===== src/rtl/csa_sum_accumulator.sv =====
`default_nettype none
// ============================================================================
// Module   : csa_sum_accumulator
// Purpose  : Streaming block-sum stage behind the 8-bit carry select adder.
//            Accepts one adder result {Cout, S[7:0]} per handshake and sums
//            BLOCK_LEN of them into an ACC_WIDTH-bit total. The total is
//            then presented on a valid/ready port together with a sticky
//            overflow flag.
// Ports    : clk                   - rising-edge clock
//            rst_n                 - asynchronous active-low reset
//            clear                 - synchronous block abort
//            in_valid / in_ready   - operand handshake
//            in_sum, in_cout       - adder S[7:0] and Cout
//            out_valid / out_ready - block total handshake
//            out_acc, out_ovf      - block total and its overflow flag
// Options  : CSA_ACC_SATURATE_EN - if defined, the total saturates at all
//            ones instead of wrapping modulo 2^ACC_WIDTH.
// Revision : 1.0 - initial release
// ============================================================================
module csa_sum_accumulator #(
    parameter int ACC_WIDTH = 16,   // legal range 10..32
    parameter int BLOCK_LEN = 4     // legal range 1..256
) (
    input  logic                 clk,
    input  logic                 rst_n,
    input  logic                 clear,
    input  logic                 in_valid,
    output logic                 in_ready,
    input  logic [7:0]           in_sum,
    input  logic                 in_cout,
    output logic                 out_valid,
    input  logic                 out_ready,
    output logic [ACC_WIDTH-1:0] out_acc,
    output logic                 out_ovf
);

    localparam int c_CNT_W = (BLOCK_LEN > 1) ? $clog2(BLOCK_LEN) : 1;
    localparam logic [c_CNT_W-1:0] c_CNT_LAST = c_CNT_W'(BLOCK_LEN - 1);

    typedef enum logic [0:0] {
        ST_ACCUM = 1'b0,
        ST_DONE  = 1'b1
    } state_t;

    state_t                 r_state;
    state_t                 w_state_next;
    logic [ACC_WIDTH-1:0]   r_acc;
    logic [c_CNT_W-1:0]     r_cnt;
    logic                   r_ovf;
    logic [ACC_WIDTH-1:0]   r_out_acc;
    logic                   r_out_ovf;

    logic                   w_accept;
    logic                   w_last;
    logic                   w_handshake;
    logic [ACC_WIDTH:0]     w_sum;
    logic                   w_carry;
    logic [ACC_WIDTH-1:0]   w_acc_next;
    logic                   w_ovf_next;

    // ------------------------------------------------------------------
    // Handshake decode. in_ready drops combinationally with clear so an
    // operand presented in the same cycle as an abort is never consumed.
    // ------------------------------------------------------------------
    assign in_ready    = (r_state == ST_ACCUM) && !clear;
    assign out_valid   = (r_state == ST_DONE);
    assign w_accept    = in_valid && (r_state == ST_ACCUM) && !clear;
    assign w_handshake = (r_state == ST_DONE) && out_ready;
    assign w_last      = (r_cnt == c_CNT_LAST);

    // ------------------------------------------------------------------
    // Adder: the 9-bit operand is zero-extended so bit ACC_WIDTH of the
    // result is exactly the carry out of the accumulator's MSB.
    // ------------------------------------------------------------------
    assign w_sum   = {1'b0, r_acc} + {{(ACC_WIDTH - 8){1'b0}}, in_cout, in_sum};
    assign w_carry = w_sum[ACC_WIDTH];

`ifdef CSA_ACC_SATURATE_EN
    // Once pinned at all ones, any nonzero operand carries again, so the
    // total stays saturated for the rest of the block.
    assign w_acc_next = w_carry ? {ACC_WIDTH{1'b1}} : w_sum[ACC_WIDTH-1:0];
`else
    assign w_acc_next = w_sum[ACC_WIDTH-1:0];
`endif

    assign w_ovf_next = r_ovf | w_carry;

    // ------------------------------------------------------------------
    // FSM state register
    // ------------------------------------------------------------------
    always_ff @(posedge clk or negedge rst_n) begin
        if (!rst_n) begin
            r_state <= ST_ACCUM;
        end else begin
            r_state <= w_state_next;
        end
    end

    // ------------------------------------------------------------------
    // FSM next-state logic; clear overrides everything, including a
    // simultaneous out_ready in ST_DONE.
    // ------------------------------------------------------------------
    always_comb begin
        w_state_next = r_state;
        case (r_state)
            ST_ACCUM: begin
                if (w_accept && w_last) begin
                    w_state_next = ST_DONE;
                end
            end
            ST_DONE: begin
                if (out_ready) begin
                    w_state_next = ST_ACCUM;
                end
            end
            default: begin
                w_state_next = ST_ACCUM;
            end
        endcase
        if (clear) begin
            w_state_next = ST_ACCUM;
        end
    end

    // ------------------------------------------------------------------
    // Accumulator datapath. The output registers are loaded only when a
    // block completes, so they hold across clear and across backpressure.
    // ------------------------------------------------------------------
    always_ff @(posedge clk or negedge rst_n) begin
        if (!rst_n) begin
            r_acc     <= '0;
            r_cnt     <= '0;
            r_ovf     <= 1'b0;
            r_out_acc <= '0;
            r_out_ovf <= 1'b0;
        end else if (clear) begin
            r_acc <= '0;
            r_cnt <= '0;
            r_ovf <= 1'b0;
        end else if (w_accept) begin
            r_acc <= w_acc_next;
            r_cnt <= r_cnt + 1'b1;
            r_ovf <= w_ovf_next;
            if (w_last) begin
                r_out_acc <= w_acc_next;
                r_out_ovf <= w_ovf_next;
            end
        end else if (w_handshake) begin
            r_acc <= '0;
            r_cnt <= '0;
            r_ovf <= 1'b0;
        end
    end

    assign out_acc = r_out_acc;
    assign out_ovf = r_out_ovf;

endmodule
`default_nettype wire


===== config.mk =====
export PLATFORM = sky130hd
export DESIGN_NAME = csa_sum_accumulator
export DESIGN_NICKNAME = d
export VERILOG_FILES = /design/src/rtl/csa_sum_accumulator.sv
export SDC_FILE = /design/constraint.sdc
export NUM_CORES = 1
export LEC_CHECK = 0
export ABC_AREA = 1
export CORE_AREA = 2 2 88 90
export CTS_CLUSTER_DIAMETER = 30
export DETAILED_ROUTE_END_ITERATION = 10
export DIE_AREA = 0 0 90 92
export GPL_TIMING_DRIVEN = 0
export MAX_ROUTING_LAYER = met4
export PLACE_DENSITY = 0.6
export SYNTH_ARGS = -nofsm -noshare
export SYNTH_HDL_FRONTEND = slang
export SYNTH_SLANG_ARGS = --single-unit

===== constraint.sdc =====
create_clock -name clk -period 3.44 [get_ports clk]
set_input_delay 1.032 -clock clk [delete_from_list [all_inputs] [get_ports clk]]
set_output_delay 1.032 -clock clk [all_outputs]
set_load 0.1 [all_outputs]

---- After elaboration in Yosys (flattened, before gate mapping) ----
Cells that the tools add are included.
word-level totals
  input port bits ......................... 14
  flip-flop bits (word level) ............. 37
  ROM bits ................................ 0
  bits in latches ......................... 0
  bits in writable memories ............... 0
  memories kept ........................... 0
  word-level logic and storage cells ...... 33
  output and inout port bits .............. 19
operators by class
  divide/modulo/power cells ............... 0
  magnitude comparators ................... 0
  multipliers ............................. 0
  reductions and logical operators ........ 8
  shift operators ......................... 0
  equality and inequality tests ........... 1
  bitwise operators ....................... 3
  muxes and demuxes ....................... 13
  add/sub/neg operators ................... 2
operators by type and width
  cell                 number
  $mux 16              3
  $add 16x9->17        1
  $mux 1               6
  $mux 2               3
  $logic_and 1x1->1    5
  $reduce_and 3->1     1
  $reduce_bool 3->1    1
  $add 2x1->2 const B  1
  $eq 2x2->1 const B   1
  $not 1->1            2
  $pmux 1 s2           1
  $logic_not 1->1      1
  $or 1x1->1           1

---- Longest topological paths before layout ----
  word-level depth ........................ 7
  mapped depth ............................ 11
  gate-level depth less buffers ........... 11

---- Least setup slack after synthesis ----
No wires, ideal clock.
  kind .................................... in2out
  start ................................... in clear
  end ..................................... out in_ready
  stages .................................. 1
  setup slack ............................. 0.064 ns
  buffers on the path ..................... 0
  required time ........................... 2.408 ns
  arrival time ............................ 2.344 ns
  cells stage by stage .................... nor2_1
on the way
  word-level cells in the longest chain between the ends .. 2
RTL lines
  element             RTL line  text
  start: declaration  26        input logic clear,
  $logic_not 1->1     65        assign in_ready = (r_state == ST_ACCUM) && !clear;
  $logic_and 1x1->1   65
  end: declaration    28        output logic in_ready,
Every way passes these cells.

---- Worst setup path in the final report ----
Same ends and word-level chain as after synthesis.

==> qor.yml <==
cts_tree: "yes"
finalSetupTns_ns: 0
die_y_um: 92
wirelength_um: 4850
slowest_delay_ns: 0.59
routed_via_density: 4.42
min_to: "out_acc[6]"
power.leakage_nw: 1.41
period_share_pct: 97.1
cpMaxStageDelayCell: "clkdlybuf4s15_2"
cp_max_fo: 3
ant_nets: 0
antenna_cells: 0
ir_drop_mv: 0.222
clock_sinks: 37
portBuffers: 32
track_usage_pct: 12.9
setup_ws_ns: 0.101
path_cells: "clkdlybuf4s50_1, nor2_1, clkdlybuf4s15_2"
grt_pass1_vias: 1882
ys_ff_latch: 37
maxSlewViolCount: 0
maxCapViolCount: 0
drive_gt1_share_pct: 6.10
die_w_um: 90
fin_crit_ns: 3.34
dr.pass1.iters: 4
fill_cells: 821
crit_arrival_ns: 2.31
synthesis.nets: 313
powerDensity_nw_per_um2: 637
hold_path.class: "register to register"
core_um2: 7450
drt-initial-drc-count: 90
hp-start: "out_acc[6]"
synth_xor_area_share_pct: 2.87
routedWlPerCell_um: 11.3
whs_ns: 0.483
setup_viol: 0
place_area_um2: 2580
hpwl_um: 3660
htree_levels: 2
avgSynthCellArea_um2: 7.43
path_clk_slew_ns: 0.07
rows: 32
syn_to_final_growth_pct: 24.9
ff_latch_area_um2: 926
cts_buffers: 5
postCtsSetupBuffers: 0
yosysUniqueCellTypes: 24
place_ws_ns: -0.485
multi_input_area_um2: 1050
die_area_um2: 8280
dp_cells: 422
r2r_cells: 10
reg2reg_from: "r_acc[0]"
gr-total-overflow: 0
grt_max_degree: 38
r2r-end: "out_acc[14]"
hold_viol: 0
grt_pass1_wl_um: 8460
finish.net_count: 352
synth_adder_area_share_pct: 6.78
ctsHoldBuffers: 0
final_core_util_pct: 35.9
synth-warning-count: 0
crit_type: "primary input to primary output"
skew_ns: 0.00759
synth-simple-area-share_pct: 33.5
seq_area_frac_synth_pct: 43.3
stdcell_area_um2: 2670
end_kind: "primary output"
power_mw: 1.70
r2r_setup_slack_ns: 1.64
vias: 1900
ioPinCount: 33
synth_cells: 288
cp-start-kind: "primary input"
maxSlewHeadroom_pct: 33.9
synth_compound_area_share_pct: 5.91
worst_pin_slew_ns: 0.988
synth_top_family_by_area: "simple AND/OR/NAND/NOR gates"
hold_depth: 2
synth_area_um2: 2140
fmax_mhz: 300
clk-insertion-delay-late_ns: 0.29
grt_antenna_before_repair: 0
required_ns: 2.41
start_util_pct: 28.7
rsz0062_at_grt: "false"
status: "complete, no violations"
gp_congestion: 0.885
drc: 0
post_cts_resized: 3
final_cells: 430
clockBufferDepth: 2
clk_root_buffer_cell: "clkbuf_8"
synthMuxAreaShare_pct: 0
## synthesized netlist by cell type
| cell type | count | area (um^2) |
|---|---|---|
| nor2_1 | 13 | 48.8 |
| nand3b_1 | 3 | 22.5 |
| ha_1 | 10 | 125 |
| nand4_1 | 2 | 12.5 |
| buf_6 | 3 | 33.8 |
| nand2_1 | 121 | 454 |
| nand2_2 | 3 | 18.8 |
| a21oi_1 | 7 | 35.0 |
| nand3_1 | 24 | 120 |
| buf_2 | 2 | 10.0 |
| o21bai_1 | 1 | 7.51 |
| nor2_4 | 1 | 11.3 |
| xnor2_1 | 3 | 26.3 |
| inv_2 | 2 | 7.51 |
| inv_1 | 30 | 113 |
| or2_0 | 1 | 6.26 |
| o21ai_1 | 2 | 10.0 |
| o21ai_0 | 13 | 65.1 |
| xor2_1 | 4 | 35.0 |
| dfrtp_1 | 37 | 926 |
| fa_1 | 1 | 20.0 |
| a22o_1 | 1 | 8.76 |
| nor3_1 | 2 | 10.0 |
| or2_1 | 2 | 12.5 |
## sequential cells by signal, summed over array words and instances (netlist names)
signal / flops
out_valid: 1
r_acc: 16
out_acc: 16
out_ovf: 1
r_cnt: 2
r_ovf: 1
## routing by layer
metal	global-route usage (%)	vias up	routed length (um)
met4	4.62	0	67
li1	-	980	-
met1	15.5	881	2250
met3	2.96	7	206
met2	21.5	32	2320
met5	-	-	0
## report_power, final
part	internal, mW	total, mW	leakage (nW)	switching (mW)
Clock	0.143	0.310	0.0374	0.167
Sequential	0.518	0.569	0.499	0.0512
Combinational	0.216	0.823	0.874	0.607
## logic make-up (layout without fill, tap and decap cells)
| group | count (synthesis) | in the layout |
|---|---|---|
| and+or+nand+nor | 172 | 172 |
| DFF | 37 | 37 |
| buffers and inverters | 37 | 77 |
| AOI/OAI and AO/OA | 24 | 24 |
| adders and majority gates | 11 | 11 |
| xor gates and xnor gates | 7 | 7 |
## layout by cell type, fill, tap and decap left out, drive strengths merged
cell,count
clkdlybuf4s15,1
a22o,1
nor3,2
inv,32
dfrtp,37
clkinvlp,2
nand3,24
ha,10
o21ai,15
a21oi,7
fa,1
clkdlybuf4s50,30
nor2,14
nand2,124
or2,3
nand4,2
o21bai,1
xnor2,3
nand3b,3
buf,6
xor2,4
clkbuf,6
## area by class of cell
class | instances | area share [%]
Clock buffer | 6 | 2.72
Inverter | 32 | 4.50
Buffer | 5 | 1.64
Sequential cell | 37 | 34.7
Clock inverter | 2 | 0.562
Multi-Input combinational cell | 214 | 39.3
Tap cell | 102 | 4.78
Timing Repair Buffer | 32 | 11.9
## critical path: cells and delay by family
family | cells | cell delay (ns)
simple gates | 1 | 0.21
buf+inv | 2 | 1.07
## how the worst max path moves through the flow
stage	to	from	slack [ns]
6_report	in_ready	clear	0.10
4_1_cts	in_ready	clear	0.1
3_3_place_gp	in_ready	clear	-0.47
2_1_floorplan	in_ready	clear	0.06
3_5_place_dp	in_ready	clear	-0.49
5_1_grt	in_ready	clear	0.05
Power figures use the tool's default switching activity.
